<file path="config.mk">
export PLATFORM = sky130hd
export DESIGN_NAME = kbd_event_decoder
export DESIGN_NICKNAME = d
export VERILOG_FILES = /design/src/rtl/kbd_pkg.sv /design/src/rtl/kbd_event_fifo.sv /design/src/rtl/kbd_event_decoder.sv
export SDC_FILE = /design/constraint.sdc
export NUM_CORES = 1
export LEC_CHECK = 0
export ABC_AREA = 1
export BUFFER_PORTS_ARGS = -buffer_cell sky130_fd_sc_hd__buf_2
export CORE_MARGIN = 4
export CORE_UTILIZATION = 40
export DETAILED_ROUTE_END_ITERATION = 12
export GPL_ROUTABILITY_DRIVEN = 0
export PLACE_DENSITY = 0.59
export SYNTH_ARGS = -nofsm -noshare
export SYNTH_HDL_FRONTEND = slang
export SYNTH_SLANG_ARGS = --single-unit
</file>
<file path="constraint.sdc">
create_clock -name clk -period 4.74 [get_ports clk]
set_clock_uncertainty 0.15 [all_clocks]
set_input_delay 0.474 -clock clk [delete_from_list [all_inputs] [get_ports clk]]
set_output_delay 0.474 -clock clk [all_outputs]
set_load 0.05 [all_outputs]
</file>
<file path="src/rtl/kbd_pkg.sv">
// kbd_pkg
// Shared definitions for the PS/2 keyboard event decoder:
//   - scan-code constants for prefixes, controller replies and modifier keys
//   - decoder FSM state encoding
//   - event record layout {ext, brk, upper, code} (11 bits)
package kbd_pkg;

  // Prefix and controller-reply bytes
  localparam logic [7:0] SC_E0     = 8'hE0;
  localparam logic [7:0] SC_E1     = 8'hE1;
  localparam logic [7:0] SC_F0     = 8'hF0;
  localparam logic [7:0] SC_BAT    = 8'hAA;
  localparam logic [7:0] SC_ACK    = 8'hFA;

  // Modifier scan codes (ctrl/alt are told left/right apart by the E0 prefix)
  localparam logic [7:0] SC_LSHIFT = 8'h12;
  localparam logic [7:0] SC_RSHIFT = 8'h59;
  localparam logic [7:0] SC_CTRL   = 8'h14;
  localparam logic [7:0] SC_ALT    = 8'h11;
  localparam logic [7:0] SC_CAPS   = 8'h58;

  // The Pause key sends E1 followed by seven more bytes that carry no event
  localparam logic [2:0] PAUSE_SKIP_LEN = 3'd7;

  localparam int EVENT_W = 11;

  typedef enum logic [2:0] {
    ST_IDLE,
    ST_EXT,
    ST_BRK,
    ST_EXT_BRK,
    ST_PAUSE_SKIP
  } dec_state_t;

  typedef struct packed {
    logic       ext;
    logic       brk;
    logic       upper;
    logic [7:0] code;
  } kbd_event_t;

endpackage

</file>
<file path="src/rtl/kbd_event_fifo.sv">
// kbd_event_fifo
// First-word fall-through FIFO with occupancy count.
// Ports:
//   clk, reset       clock, asynchronous active-high reset
//   wr_en, wr_data   push request and data
//   rd_en            pop request (ignored when empty)
//   rd_data          head entry, valid whenever empty is low
//   empty, full      status flags
//   count            number of entries held (0..DEPTH)
// A push on a full FIFO is accepted only when a pop happens in the same
// cycle; a pop on an empty FIFO is ignored even if a push arrives with it.
module kbd_event_fifo #(
  parameter int DEPTH = 8,
  parameter int WIDTH = 11
) (
  input  logic                     clk,
  input  logic                     reset,
  input  logic                     wr_en,
  input  logic [WIDTH-1:0]         wr_data,
  input  logic                     rd_en,
  output logic [WIDTH-1:0]         rd_data,
  output logic                     empty,
  output logic                     full,
  output logic [$clog2(DEPTH):0]   count
);

  localparam int AW = $clog2(DEPTH);
  localparam logic [AW:0] DEPTH_CNT = DEPTH[AW:0];

  logic [WIDTH-1:0] mem [DEPTH];
  logic [AW-1:0]    wr_ptr;
  logic [AW-1:0]    rd_ptr;
  logic             do_wr;
  logic             do_rd;

  assign empty   = (count == '0);
  assign full    = (count == DEPTH_CNT);
  assign do_rd   = rd_en && !empty;
  assign do_wr   = wr_en && (!full || do_rd);
  assign rd_data = mem[rd_ptr];

  // Storage array; no reset needed since the head is only meaningful
  // while count is non-zero.
  always_ff @(posedge clk) begin
    if (do_wr) begin
      mem[wr_ptr] <= wr_data;
    end
  end

  // Pointers wrap naturally because DEPTH is a power of two.
  always_ff @(posedge clk or posedge reset) begin
    if (reset) begin
      wr_ptr <= '0;
      rd_ptr <= '0;
      count  <= '0;
    end else begin
      if (do_wr) begin
        wr_ptr <= wr_ptr + 1'b1;
      end
      if (do_rd) begin
        rd_ptr <= rd_ptr + 1'b1;
      end
      case ({do_wr, do_rd})
        2'b10:   count <= count + 1'b1;
        2'b01:   count <= count - 1'b1;
        default: count <= count;
      endcase
    end
  end

endmodule

</file>
<file path="src/rtl/kbd_event_decoder.sv">
// kbd_event_decoder
// Turns the raw PS/2 scan-code byte stream (set 2) into key events and
// queues them in an event FIFO. Modifier keys are tracked internally and
// never queued; Pause sequences and controller replies are swallowed.
// Ports:
//   clk, reset        clock, asynchronous active-high reset
//   rx_valid, rx_data one-cycle strobe plus received scan byte
//   rd_en             pop head event
//   clear_overflow    clears the sticky overflow flag
//   ev_valid          an event is available
//   ev_code/ext/break/upper  head event fields (zero while empty)
//   mods              {caps_lock, alt, ctrl, shift}, live
//   overflow          sticky, an event was lost to a full FIFO
//   fifo_count        number of events held
module kbd_event_decoder
  import kbd_pkg::*;
#(
  parameter int FIFO_DEPTH       = 8,
  parameter int REPORT_BREAK     = 1,
  parameter int TYPEMATIC_FILTER = 1
) (
  input  logic                          clk,
  input  logic                          reset,
  input  logic                          rx_valid,
  input  logic [7:0]                    rx_data,
  input  logic                          rd_en,
  input  logic                          clear_overflow,
  output logic                          ev_valid,
  output logic [7:0]                    ev_code,
  output logic                          ev_ext,
  output logic                          ev_break,
  output logic                          ev_upper,
  output logic [3:0]                    mods,
  output logic                          overflow,
  output logic [$clog2(FIFO_DEPTH):0]   fifo_count
);

  localparam logic BREAK_EN  = (REPORT_BREAK != 0);
  localparam logic FILTER_EN = (TYPEMATIC_FILTER != 0);

  dec_state_t state, state_nxt;
  logic [2:0] skip_cnt, skip_nxt;

  logic key_done;
  logic key_ext;
  logic key_brk;

  logic shift_l, shift_r, ctrl_l, ctrl_r, alt_l, alt_r;
  logic shift_l_nxt, shift_r_nxt, ctrl_l_nxt, ctrl_r_nxt, alt_l_nxt, alt_r_nxt;
  logic caps_held, caps_held_nxt;
  logic caps_lock, caps_lock_nxt;
  logic       last_valid, last_valid_nxt;
  logic [8:0] last_make, last_make_nxt;
  logic       last_match;

  logic       ev_req;
  kbd_event_t ev_rec;
  kbd_event_t head;
  logic       fifo_empty;
  logic       fifo_full;

  // Prefix tracking. key_done marks the byte that completes a key
  // sequence; key_ext/key_brk say which prefixes preceded it.
  always_comb begin
    state_nxt = state;
    skip_nxt  = skip_cnt;
    key_done  = 1'b0;
    key_ext   = 1'b0;
    key_brk   = 1'b0;
    if (rx_valid) begin
      case (state)
        ST_IDLE: begin
          if (rx_data == SC_E0) begin
            state_nxt = ST_EXT;
          end else if (rx_data == SC_F0) begin
            state_nxt = ST_BRK;
          end else if (rx_data == SC_E1) begin
            state_nxt = ST_PAUSE_SKIP;
            skip_nxt  = PAUSE_SKIP_LEN;
          end else if (rx_data != SC_BAT && rx_data != SC_ACK) begin
            key_done = 1'b1;
          end
        end
        ST_EXT: begin
          if (rx_data == SC_F0) begin
            state_nxt = ST_EXT_BRK;
          end else begin
            key_done  = 1'b1;
            key_ext   = 1'b1;
            state_nxt = ST_IDLE;
          end
        end
        ST_BRK: begin
          key_done  = 1'b1;
          key_brk   = 1'b1;
          state_nxt = ST_IDLE;
        end
        ST_EXT_BRK: begin
          key_done  = 1'b1;
          key_ext   = 1'b1;
          key_brk   = 1'b1;
          state_nxt = ST_IDLE;
        end
        ST_PAUSE_SKIP: begin
          skip_nxt = skip_cnt - 3'd1;
          if (skip_cnt <= 3'd1) begin
            skip_nxt  = 3'd0;
            state_nxt = ST_IDLE;
          end
        end
        default: begin
          state_nxt = ST_IDLE;
          skip_nxt  = 3'd0;
        end
      endcase
    end
  end

  assign last_match = last_valid && (last_make == {key_ext, rx_data});

  // Completed key sequences either update modifier state or become an
  // event request. upper is taken from the modifier state before this key.
  always_comb begin
    shift_l_nxt    = shift_l;
    shift_r_nxt    = shift_r;
    ctrl_l_nxt     = ctrl_l;
    ctrl_r_nxt     = ctrl_r;
    alt_l_nxt      = alt_l;
    alt_r_nxt      = alt_r;
    caps_held_nxt  = caps_held;
    caps_lock_nxt  = caps_lock;
    last_valid_nxt = last_valid;
    last_make_nxt  = last_make;
    ev_req         = 1'b0;
    ev_rec.ext     = key_ext;
    ev_rec.brk     = key_brk;
    ev_rec.upper   = (shift_l | shift_r) ^ caps_lock;
    ev_rec.code    = rx_data;
    if (key_done) begin
      if (rx_data == SC_LSHIFT) begin
        shift_l_nxt = !key_brk;
      end else if (rx_data == SC_RSHIFT) begin
        shift_r_nxt = !key_brk;
      end else if (rx_data == SC_CTRL) begin
        if (key_ext) ctrl_r_nxt = !key_brk;
        else         ctrl_l_nxt = !key_brk;
      end else if (rx_data == SC_ALT) begin
        if (key_ext) alt_r_nxt = !key_brk;
        else         alt_l_nxt = !key_brk;
      end else if (rx_data == SC_CAPS) begin
        // Holding caps auto-repeats its make; only the first one toggles.
        if (key_brk) begin
          caps_held_nxt = 1'b0;
        end else begin
          if (!caps_held) caps_lock_nxt = !caps_lock;
          caps_held_nxt = 1'b1;
        end
      end else if (key_brk) begin
        if (last_match) last_valid_nxt = 1'b0;
        ev_req = BREAK_EN;
      end else begin
        ev_req         = !(FILTER_EN && last_match);
        last_make_nxt  = {key_ext, rx_data};
        last_valid_nxt = 1'b1;
      end
    end
  end

  // Decoder and modifier state registers.
  always_ff @(posedge clk or posedge reset) begin
    if (reset) begin
      state      <= ST_IDLE;
      skip_cnt   <= 3'd0;
      shift_l    <= 1'b0;
      shift_r    <= 1'b0;
      ctrl_l     <= 1'b0;
      ctrl_r     <= 1'b0;
      alt_l      <= 1'b0;
      alt_r      <= 1'b0;
      caps_held  <= 1'b0;
      caps_lock  <= 1'b0;
      last_valid <= 1'b0;
      last_make  <= 9'd0;
    end else begin
      state      <= state_nxt;
      skip_cnt   <= skip_nxt;
      shift_l    <= shift_l_nxt;
      shift_r    <= shift_r_nxt;
      ctrl_l     <= ctrl_l_nxt;
      ctrl_r     <= ctrl_r_nxt;
      alt_l      <= alt_l_nxt;
      alt_r      <= alt_r_nxt;
      caps_held  <= caps_held_nxt;
      caps_lock  <= caps_lock_nxt;
      last_valid <= last_valid_nxt;
      last_make  <= last_make_nxt;
    end
  end

  // A lost event wins over a simultaneous clear so it is never missed.
  always_ff @(posedge clk or posedge reset) begin
    if (reset) begin
      overflow <= 1'b0;
    end else if (ev_req && fifo_full && !rd_en) begin
      overflow <= 1'b1;
    end else if (clear_overflow) begin
      overflow <= 1'b0;
    end
  end

  kbd_event_fifo #(
    .DEPTH (FIFO_DEPTH),
    .WIDTH (EVENT_W)
  ) u_fifo (
    .clk     (clk),
    .reset   (reset),
    .wr_en   (ev_req),
    .wr_data (ev_rec),
    .rd_en   (rd_en),
    .rd_data (head),
    .empty   (fifo_empty),
    .full    (fifo_full),
    .count   (fifo_count)
  );

  assign ev_valid = !fifo_empty;
  assign ev_code  = ev_valid ? head.code  : 8'h00;
  assign ev_ext   = ev_valid ? head.ext   : 1'b0;
  assign ev_break = ev_valid ? head.brk   : 1'b0;
  assign ev_upper = ev_valid ? head.upper : 1'b0;
  assign mods     = {caps_lock, alt_l | alt_r, ctrl_l | ctrl_r, shift_l | shift_r};

endmodule
</file>
==> reports/metrics.yaml, run 1 <==
status: "finished clean"
layout_common_cells: "nor2_1, edfxtp_1, nand2_1"
crit_slowest_cell: "nor2_1"
grtUsageTotal: 0.164
fillers: 1256
met3_usage: 0.0450
timing.final.crit_share: 0.679
synth_warnings: 0
numCtsBuffers: 17
core_area_um2: 13500
crit_path_max_incr_delay_ns: 0.59
report.final.slew_viol_count: 0
diodes: 0
rsz0062_at_grt: "no"
crit_path_max_fanout: 14
die-area_um2: 16000
clockBufferDepth: 2
postCtsSetupBuffers: 0
wl_per_cell_um: 16.0
grt_use_met2: 0.273
drt_first_pass_iters: 4
critPathCaptureType: "register"
fp.dieH_um: 126
vias: 3934
cts_resized: 0
cp_top_family: "simple AND/OR/NAND/NOR gates"
syn_nets: 563
peakVddDrop_v: 0.000255
layout_min_cycle_time_ns: 3.22
grt_pass1_vias: 3943
setup_viol: 0
numPortBuffers: 33
grt.overflow.total: 0
antenna_found_initial: 0
area_growth_pct: 15.7
p_leak_nw: 2.56
syn_inst: 543
hold_viol_final: 0
rr_worst_depth: 9
final_nets: 602
worstMarginPinSlew_ns: 0.996
required_ns: 4.71
cp.arrival_ns: 3.19
dieWidth_um: 126
postCtsHoldBufs: 0
drive_gt1_frac: 0.187
clkSinkCount: 123
io_pins: 34
drt_iter0_drc: 276
grt_start_max_net_pins: 46
final_core_util: 0.482
setup_slack_ns: 1.52
drc: 0
cts_tree: "built"
via_per_inst: 5.11
crit_path_frequent_cell: "nand2_1"
ant_nets: 0
power_density_nw_per_um2: 670
drv_cap: 0
grt_util_met1: 0.207
worst-setup-path-type: "reg -> reg"
layout_commonest_cell: "nor2_1"
crit_chain: "nor2_1 > nand3_1 > nand2_1 > nand4_1 > nand2_1 > inv_2 > nand2_1 > nor2_1 > buf_4"
syn_area_um2: 5600
hpwlAfterDp_um: 8030
maxSlewHeadroom: 0.334
cp.depth: 9
drt_wl_total_um: 12300
timing.fmax_mhz: 311
grt_first_pass_wirelength_um: 20300
startpoint_type: "register"
h-tree-depth: 4
setup_tns_ns: 0
hold_ws_ns: 0.0138
clk_latency_ns: 0.41
path_buf_inv: 2
root_buffer: "clkbuf_16"
synth.avg_cell_area_um2: 10.3
yosysUniqueCellTypes: 40
ys_seq_elements: 123
row_count: 42
dp_slack_ns: 1.38
clk_pin_slew_ns: 0.05
gr-max-usage-layer: "met2"
start_util: 0.416
min_path_type: "in -> async"
synth-seq-area-share: 0.628
## cell usage after synthesis (all sizes together)
cell,instances,area share
ha,6,0.013
buf,4,0.0063
or2,4,0.0049
o21bai,1,0.0020
xor2,5,0.0078
nand4,6,0.0094
edfxtp,88,0.47
fa,1,0.0036
o31ai,1,0.0013
nand3b,2,0.0027
dfrtp,35,0.16
o22ai,11,0.012
clkbuf,16,0.011
nor2,108,0.078
o21ai,86,0.084
nand3,10,0.013
o32ai,1,0.0016
nor3,6,0.0063
xnor2,3,0.0047
a31oi,12,0.013
inv,42,0.028
nand2,82,0.057
a211oi,1,0.0013
a21oi,8,0.0078
clkinv,1,0.00067
nor4,3,0.0034
## state kept, by name (all words and copies together) (netlist names)
name,flops
caps_lock,1
u_fifo.wr_ptr,3
state,3
last_make,9
u_fifo.rd_ptr,3
last_valid,1
ctrl_r,1
u_fifo.count,4
skip_cnt,3
caps_held,1
shift_l,1
shift_r,1
overflow,1
alt_r,1
ctrl_l,1
alt_l,1
u_fifo.mem,88
## tightest hold or removal path, stage by stage
cell   delay, ns
buf_2       0.09
inv_1       0.04
buf_4       0.39
## path summary, 6_finish.rpt
check | startpoint | end | slack [ns]
setup / recovery | u_fifo.count[0] | u_fifo.mem[1][6] | 1.52
hold / removal | reset | skip_cnt[1] | 0.01
setup reg to reg | u_fifo.count[0] | u_fifo.mem[1][6] | 1.52
hold reg to reg | last_make[7] | last_make[7] | 0.33
max in group asynchronous | reset | state[2] | 4.11
min in group clk | clear_overflow | overflow | 0.12
## where the power goes
part	switching, W	internal [W]
combinational	0.00126	0.000461
sequential	0.0000985	0.00136
clock	0.000452	0.000708
total	0.00181	0.00253
## cells by family (layout without fill, tap and decap cells)
family	count (synthesis)	in the layout	synth area share
AND/OR/NAND/NOR	221	221	0.174
flip-flops	123	123	0.628
AO/OA/AOI/OAI	121	121	0.123
buffers and inverters	63	114	0.0458
XOR/XNOR	8	8	0.0125
adder cells (fa/ha/maj)	7	7	0.0170
## final cells by class
class / instances / area [um^2] / share of cell area
Clock buffer: 18 / 429 / 0.0662
Clock inverter: 13 / 105 / 0.0162
Inverter: 43 / 161 / 0.0249
Multi-Input combinational cell: 357 / 1830 / 0.282
Sequential cell: 123 / 3520 / 0.543
Tap cell: 176 / 220 / 0.0340
Timing Repair Buffer: 40 / 218 / 0.0336
## routing by layer
layer | up-vias | part of all wire
li1 | 1940 | -
met1 | 1897 | 0.45
met2 | 87 | 0.49
met3 | 10 | 0.042
met4 | 0 | 0.010
met5 | - | 0
## stage by stage
step	power (W)	cell area, um^2	instances
6_report	0.00434	6480	770
3_5_place_dp	0.00322	5950	739
5_1_grt	0.00462	6480	770
2_1_floorplan	0.00280	5600	543
4_1_cts	0.00438	6480	770
3_3_place_gp	0.00319	5950	739
(Power assumes the default switching activity.)
==> inputs of run 2 (changes only) <==
==> constraint.sdc (replaced) <==
create_clock -name clk -period 3.35 [get_ports clk]
set_clock_uncertainty 0.15 [all_clocks]
set_input_delay 0.335 -clock clk [delete_from_list [all_inputs] [get_ports clk]]
set_output_delay 0.335 -clock clk [all_outputs]
set_load 0.05 [all_outputs]
==> run 2 against run 1 <==
  * Clock power up 52%
  * Routed wire length rose by 1.6%
  * Die area is the same
  * First-iteration DRC count increased by 11%
  * Design area increased by 2.4%
  * Hold slack gained 0.046 ns
  * Final cell count is 1.8% higher
  * Sequential power increased by 41%
==> reports/metrics.yaml, run 2 (synthesis gave the netlist of run 1 again) <==
status: "finished clean"
startpoint_type: "register"
crit_path_max_fanout: 11  # -3
comb_power_share: 0.396  # about the same
grt_start_max_net_pins: 46  # unchanged
io_pins: 34  # unchanged
grt.overflow.total: 0  # unchanged
peakVddDrop_v: 0.000337  # +32%
dp_slack_ns: 0.348  # -1.03 ns
largest_registers: "u_fifo.mem: 88 flops, last_make: 9 flops, u_fifo.count: 4 flops"
start_util: 0.416  # unchanged
numPortBuffers: 33  # unchanged
clkPwrFrac: 0.278  # +0.011
drc: 0  # unchanged
final_nets: 616  # +2.3%
fp.dieH_um: 126  # unchanged
cts_tree: "built"
setup_slack_ns: 0.571  # -0.948 ns
timing.fmax_mhz: 360  # +16%
clk_pin_slew_ns: 0.05  # about the same
required_ns: 3.24  # -1.47 ns
layout_commonest_cell: "nor2_1"
setup_tns_ns: 0  # unchanged
report.final.slew_viol_count: 0  # unchanged
clk_latency_ns: 0.41  # about the same
h-tree-depth: 4  # unchanged
ant_nets: 0  # unchanged
intPower_w: 0.00379  # +50%
maxSlewHeadroom: 0.490  # +0.157
core_area_um2: 13500  # unchanged
via_per_inst: 5.16  # +0.99%
layout_min_cycle_time_ns: 2.78  # -0.442 ns
p_sw_w: 0.00255  # +41%
dieWidth_um: 126  # unchanged
vias: 4045  # +2.8%
drive_gt1_frac: 0.197  # +0.0105
drt_iter0_drc: 305  # +11%
grtUsageTotal: 0.166  # +0.00175
setup_viol: 0  # unchanged
drt_wl_total_um: 12500  # +1.6%
hold_viol_final: 0  # unchanged
sw_frac_of_total: 0.403  # -0.0144
critPathCaptureType: "register"
clockBufferDepth: 2  # unchanged
hpwlAfterDp_um: 8410  # +4.8%
root_buffer: "clkbuf_16"
largest_reg_flops: 88  # unchanged
rsz0062_at_grt: "no"
worstMarginPinSlew_ns: 0.763  # -0.233 ns
worst-setup-path-type: "reg -> reg"
drt_first_pass_iters: 4  # unchanged
diodes: 0  # unchanged
p_leak_nw: 2.65  # +3.5%
rr_worst_depth: 10  # +1
layout_common_cells: "nor2_1, edfxtp_1, nand2_1"
row_count: 42  # unchanged
die-area_um2: 16000  # unchanged
hold_depth: 3
power_density_nw_per_um2: 955  # +43%
grt_pass1_vias: 4016  # +1.9%
antenna_found_initial: 0  # unchanged
min_path_type: "in -> reg"
top_register: "u_fifo.mem"
timing.final.crit_share: 0.829  # +0.150
fillers: 1236  # -1.6%
seq_power_share: 0.326  # -0.010
cp.arrival_ns: 2.67  # -0.52 ns
drv_cap: 0  # unchanged
grt_first_pass_wirelength_um: 20600  # +1.8%
area_growth_pct: 18.4
clkSinkCount: 123  # unchanged
wl_per_cell_um: 16.0  # -0.22%
numCtsBuffers: 17  # unchanged
## run 2: cell types whose count changed in the layout (fill, tap and decap cells not counted), sizes merged
cell         previous run  this run
buf                    40        52
bufinv                  1         3
clkbuf                 18        22
clkinv                 10         5
clkinvlp                3         2
dlygate4sd3             0         2
## run 2: stage by stage
stage          total power, W  utilization  cells  hold WS (ns)  instance area, um^2
3_5_place_dp          0.00462        0.450    751         0.317                 6050
4_1_cts               0.00640        0.493    784        0.0474                 6640
3_3_place_gp          0.00456        0.450    751         0.317                 6050
5_1_grt               0.00675        0.493    784        0.0476                 6640
2_1_floorplan         0.00396            -    543         0.277                 5600
6_report              0.00634        0.493    784        0.0594                 6640
## run 2: area by class of cell
| cell class | instances | area [um^2] | area share |
|---|---|---|---|
| Clock inverter | 9 | 123 | 0.0185 |
| Sequential cell | 123 | 3520 | 0.530 |
| Timing Repair Buffer | 54 | 340 | 0.0513 |
| Multi-Input combinational cell | 357 | 1830 | 0.276 |
| Clock buffer | 22 | 444 | 0.0669 |
| Inverter | 43 | 161 | 0.0243 |
| Tap cell | 176 | 220 | 0.0332 |
## run 2: what timing repair did
action / 4_1_cts / 5_1_grt
hold buffers: 2 / 0
resized for setup: 0 / 0
endpoints found under the hold margin: 36 / 0
setup buffers: 0 / 0
## run 2: power groups by stage
stage | combinational [W] | sequential (W) | clock, W
finish | 0.00251 | 0.00206 | 0.00176
CTS | 0.00254 | 0.00206 | 0.00180
global route | 0.00278 | 0.00210 | 0.00188
detailed placement | 0.00252 | 0.00209 | 0
global placement | 0.00248 | 0.00208 | 0
floorplan | 0.00181 | 0.00215 | 0
## run 2: path summary, 6_finish.rpt
path / endpoint / startpoint / slack, ns
max: u_fifo.mem[4][7] / state[1] / 0.57
min: u_fifo.rd_ptr[2] / rd_en / 0.06
max reg2reg: u_fifo.mem[4][7] / state[1] / 0.57
min reg2reg: last_make[0] / last_make[0] / 0.33
max in group asynchronous: last_make[2] / reset / 2.31
min in group asynchronous: skip_cnt[1] / reset / 0.41
## run 2: critical path: stages (launching register included)
cell     delay [ns]
dfrtp_1        0.42
nor2_2         0.16
nand2_1        0.15
a21oi_2        0.20
nand3_2        0.10
nand2_2        0.10
nand4_4        0.11
nor2_2         0.12
nand2_1        0.11
or2_4          0.28
nor2_2         0.51
## run 2: per-layer routing
layer	global-route usage	wire length, um	vias up
li1	-	-	1985
met1	0.216	5620	1938
met2	0.269	6080	100
met3	0.0349	593	22
met4	0.0688	253	0
met5	0	0	-
==> inputs of run 3 (changes only) <==
==> constraint.sdc (replaced) <==
create_clock -name clk -period 2.8 [get_ports clk]
set_clock_uncertainty 0.15 [all_clocks]
set_input_delay 0.28 -clock clk [delete_from_list [all_inputs] [get_ports clk]]
set_output_delay 0.28 -clock clk [all_outputs]
set_load 0.05 [all_outputs]
==> run 3 against run 2 <==
  * Non-clock buffer count rose by 22
  * Sequential cell count did not move
  * Utilization rose by 2.3 points
  * Count of clock-buffer cells in the layout fell by 3
  * Highest routed layer unchanged
==> reports/metrics.yaml, run 3 (synthesis gave the netlist of run 1 again) <==
diodes: 0  # unchanged
grt.overflow.total: 0  # unchanged
total_power_w: 0.00803  # +27%
root_buffer: "clkbuf_16"
grt_first_pass_wirelength_um: 21900  # +6.2%
fp.dieH_um: 126  # unchanged
drv_cap: 0  # unchanged
hold_start: "rx_data[2]"
top_register: "u_fifo.mem"
power_density_nw_per_um2: 1150  # +21%
min_to: "u_fifo.mem[0][2]"
numCtsBuffers: 17  # unchanged
hold_depth: 1  # -2
rr_worst_depth: 17  # +7
layout_common_cells: "nor2_1, edfxtp_1, nand2_1"
vias: 4199  # +3.8%
layout_commonest_cell: "nor2_1"
final_nets: 638  # +3.6%
report.final.slew_viol_count: 0  # unchanged
io_pins: 34  # unchanged
required_ns: 2.37  # -0.87 ns
timing.final.crit_share: 0.958
maxSlewHeadroom: 0.437  # -0.0539
clk_latency_ns: 0.42  # about the same
die-area_um2: 16000  # unchanged
p_leak_nw: 2.77  # +4.6%
worstMarginPinSlew_ns: 0.839  # +0.0756 ns
grtUsageTotal: 0.178  # +0.0125
reg2reg_slack_ns: 0.22  # -0.35 ns
antenna_found_initial: 0  # unchanged
clk_pin_slew_ns: 0.06  # about the same
grt_start_max_net_pins: 35  # -24%
hold_viol_final: 0  # unchanged
crit_path_max_fanout: 15  # +4
critPathCaptureType: "output pin"
final_core_util: 0.517  # +0.0233
clockBufferDepth: 2  # unchanged
numPortBuffers: 33  # unchanged
ant_nets: 0  # unchanged
cts_tree: "built"
drc: 0  # unchanged
drt_wl_total_um: 14000  # +11%
via_per_inst: 5.20  # +0.85%
largest_registers: "u_fifo.mem: 88 flops, last_make: 9 flops, u_fifo.count: 4 flops"
drt_first_pass_iters: 6  # +2
core_area_um2: 13500  # unchanged
reg2reg_from: "state[2]"
drive_gt1_frac: 0.246  # +0.0483
worst-setup-path-type: "reg -> out"
start_util: 0.416  # unchanged
timing.fmax_mhz: 373
grt_pass1_vias: 4043  # +0.67%
cp.arrival_ns: 2.25  # -0.42 ns
row_count: 42  # unchanged
largest_reg_flops: 88  # unchanged
status: "finished clean"
area_growth_pct: 24.0
peakVddDrop_v: 0.000642  # +90%
fillers: 1214  # -1.8%
startpoint_type: "register"
min_path_type: "in -> reg"
layout_min_cycle_time_ns: 2.68
setup_viol: 0  # unchanged
clkSinkCount: 123  # unchanged
dieWidth_um: 126  # unchanged
reg2reg_to: "u_fifo.count[3]"
drt_iter0_drc: 394  # +29%
wl_per_cell_um: 17.3  # +8.1%
h-tree-depth: 4  # unchanged
hpwlAfterDp_um: 9620  # +14%
## run 3: cell count changes in the layout (fill, tap and decap cells not counted), sizes merged
cell         delta
clkinv          +3
buf            +19
clkbuf          -2
dlygate4sd3     +2
inv             +1
## run 3: critical path, cell delays in order, from the launching register on
cell	delay [ns]
dfrtp_2	0.51
inv_1	0.11
buf_4	0.22
o21ai_0	0.12
o22ai_1	0.19
o21ai_0	0.20
a31oi_2	0.18
buf_2	0.30
## run 3: timing repair
item	4_1_cts	5_1_grt
hold buffers	4	0
endpoints found under the hold margin	19	0
gates resized for setup	0	9
endpoints found under the setup margin	0	37
buffers inserted	0	1
## run 3: final cells by class
class                   instances  area [um^2]  share of cell area
clock buffers                  19          433              0.0623
clock inverters                13          150              0.0216
inverters                      43          161              0.0232
multi-input cells             357         1930               0.277
flip-flops and latches        123         3520               0.506
well taps                     176          220              0.0317
repair buffers                 76          538              0.0774
## run 3: per-stage QoR
stage                     setup TNS (ns)  std cells  cell area [um^2]  setup slack (ns)  hold WS, ns
final                                  0        807              6950             0.118       0.0142
after global routing             -0.0526        807              6950           -0.0526      0.00808
after CTS                              0        806              6900           0.00944     0.000734
after detailed placement               0        770              6270             0.111        0.272
after global placement                 0        770              6270            0.0851        0.258
after floorplan                        0        543              5660            0.0512        0.222
## run 3: layer usage
layer	track usage	wire length (um)	vias to the layer above
li1	-	-	2016
met1	0.242	6400	2023
met2	0.274	6590	138
met3	0.0555	701	22
met4	0.0580	252	0
met5	0	0	-
## run 3: worst max path at each step
stage                           from         endpoint  slack, ns  depth (start not counted)
finish              u_fifo.rd_ptr[1]       ev_code[5]       0.12                          7
floorplan            u_fifo.count[1]         ev_break       0.05                          5
detailed placement        rx_data[4]  u_fifo.count[3]       0.11                         18
CTS                 u_fifo.rd_ptr[1]         ev_upper      0.009                          7
global route              rx_data[3]  u_fifo.count[3]      -0.05                         20
global placement          rx_data[4]  u_fifo.count[3]       0.09                         18
## run 3: report_power, final
part	leakage, nW	switching (W)	internal, W
clock	0.275	0.000788	0.00139
combinational	1.25	0.00233	0.00101
sequential	1.24	0.000207	0.00230
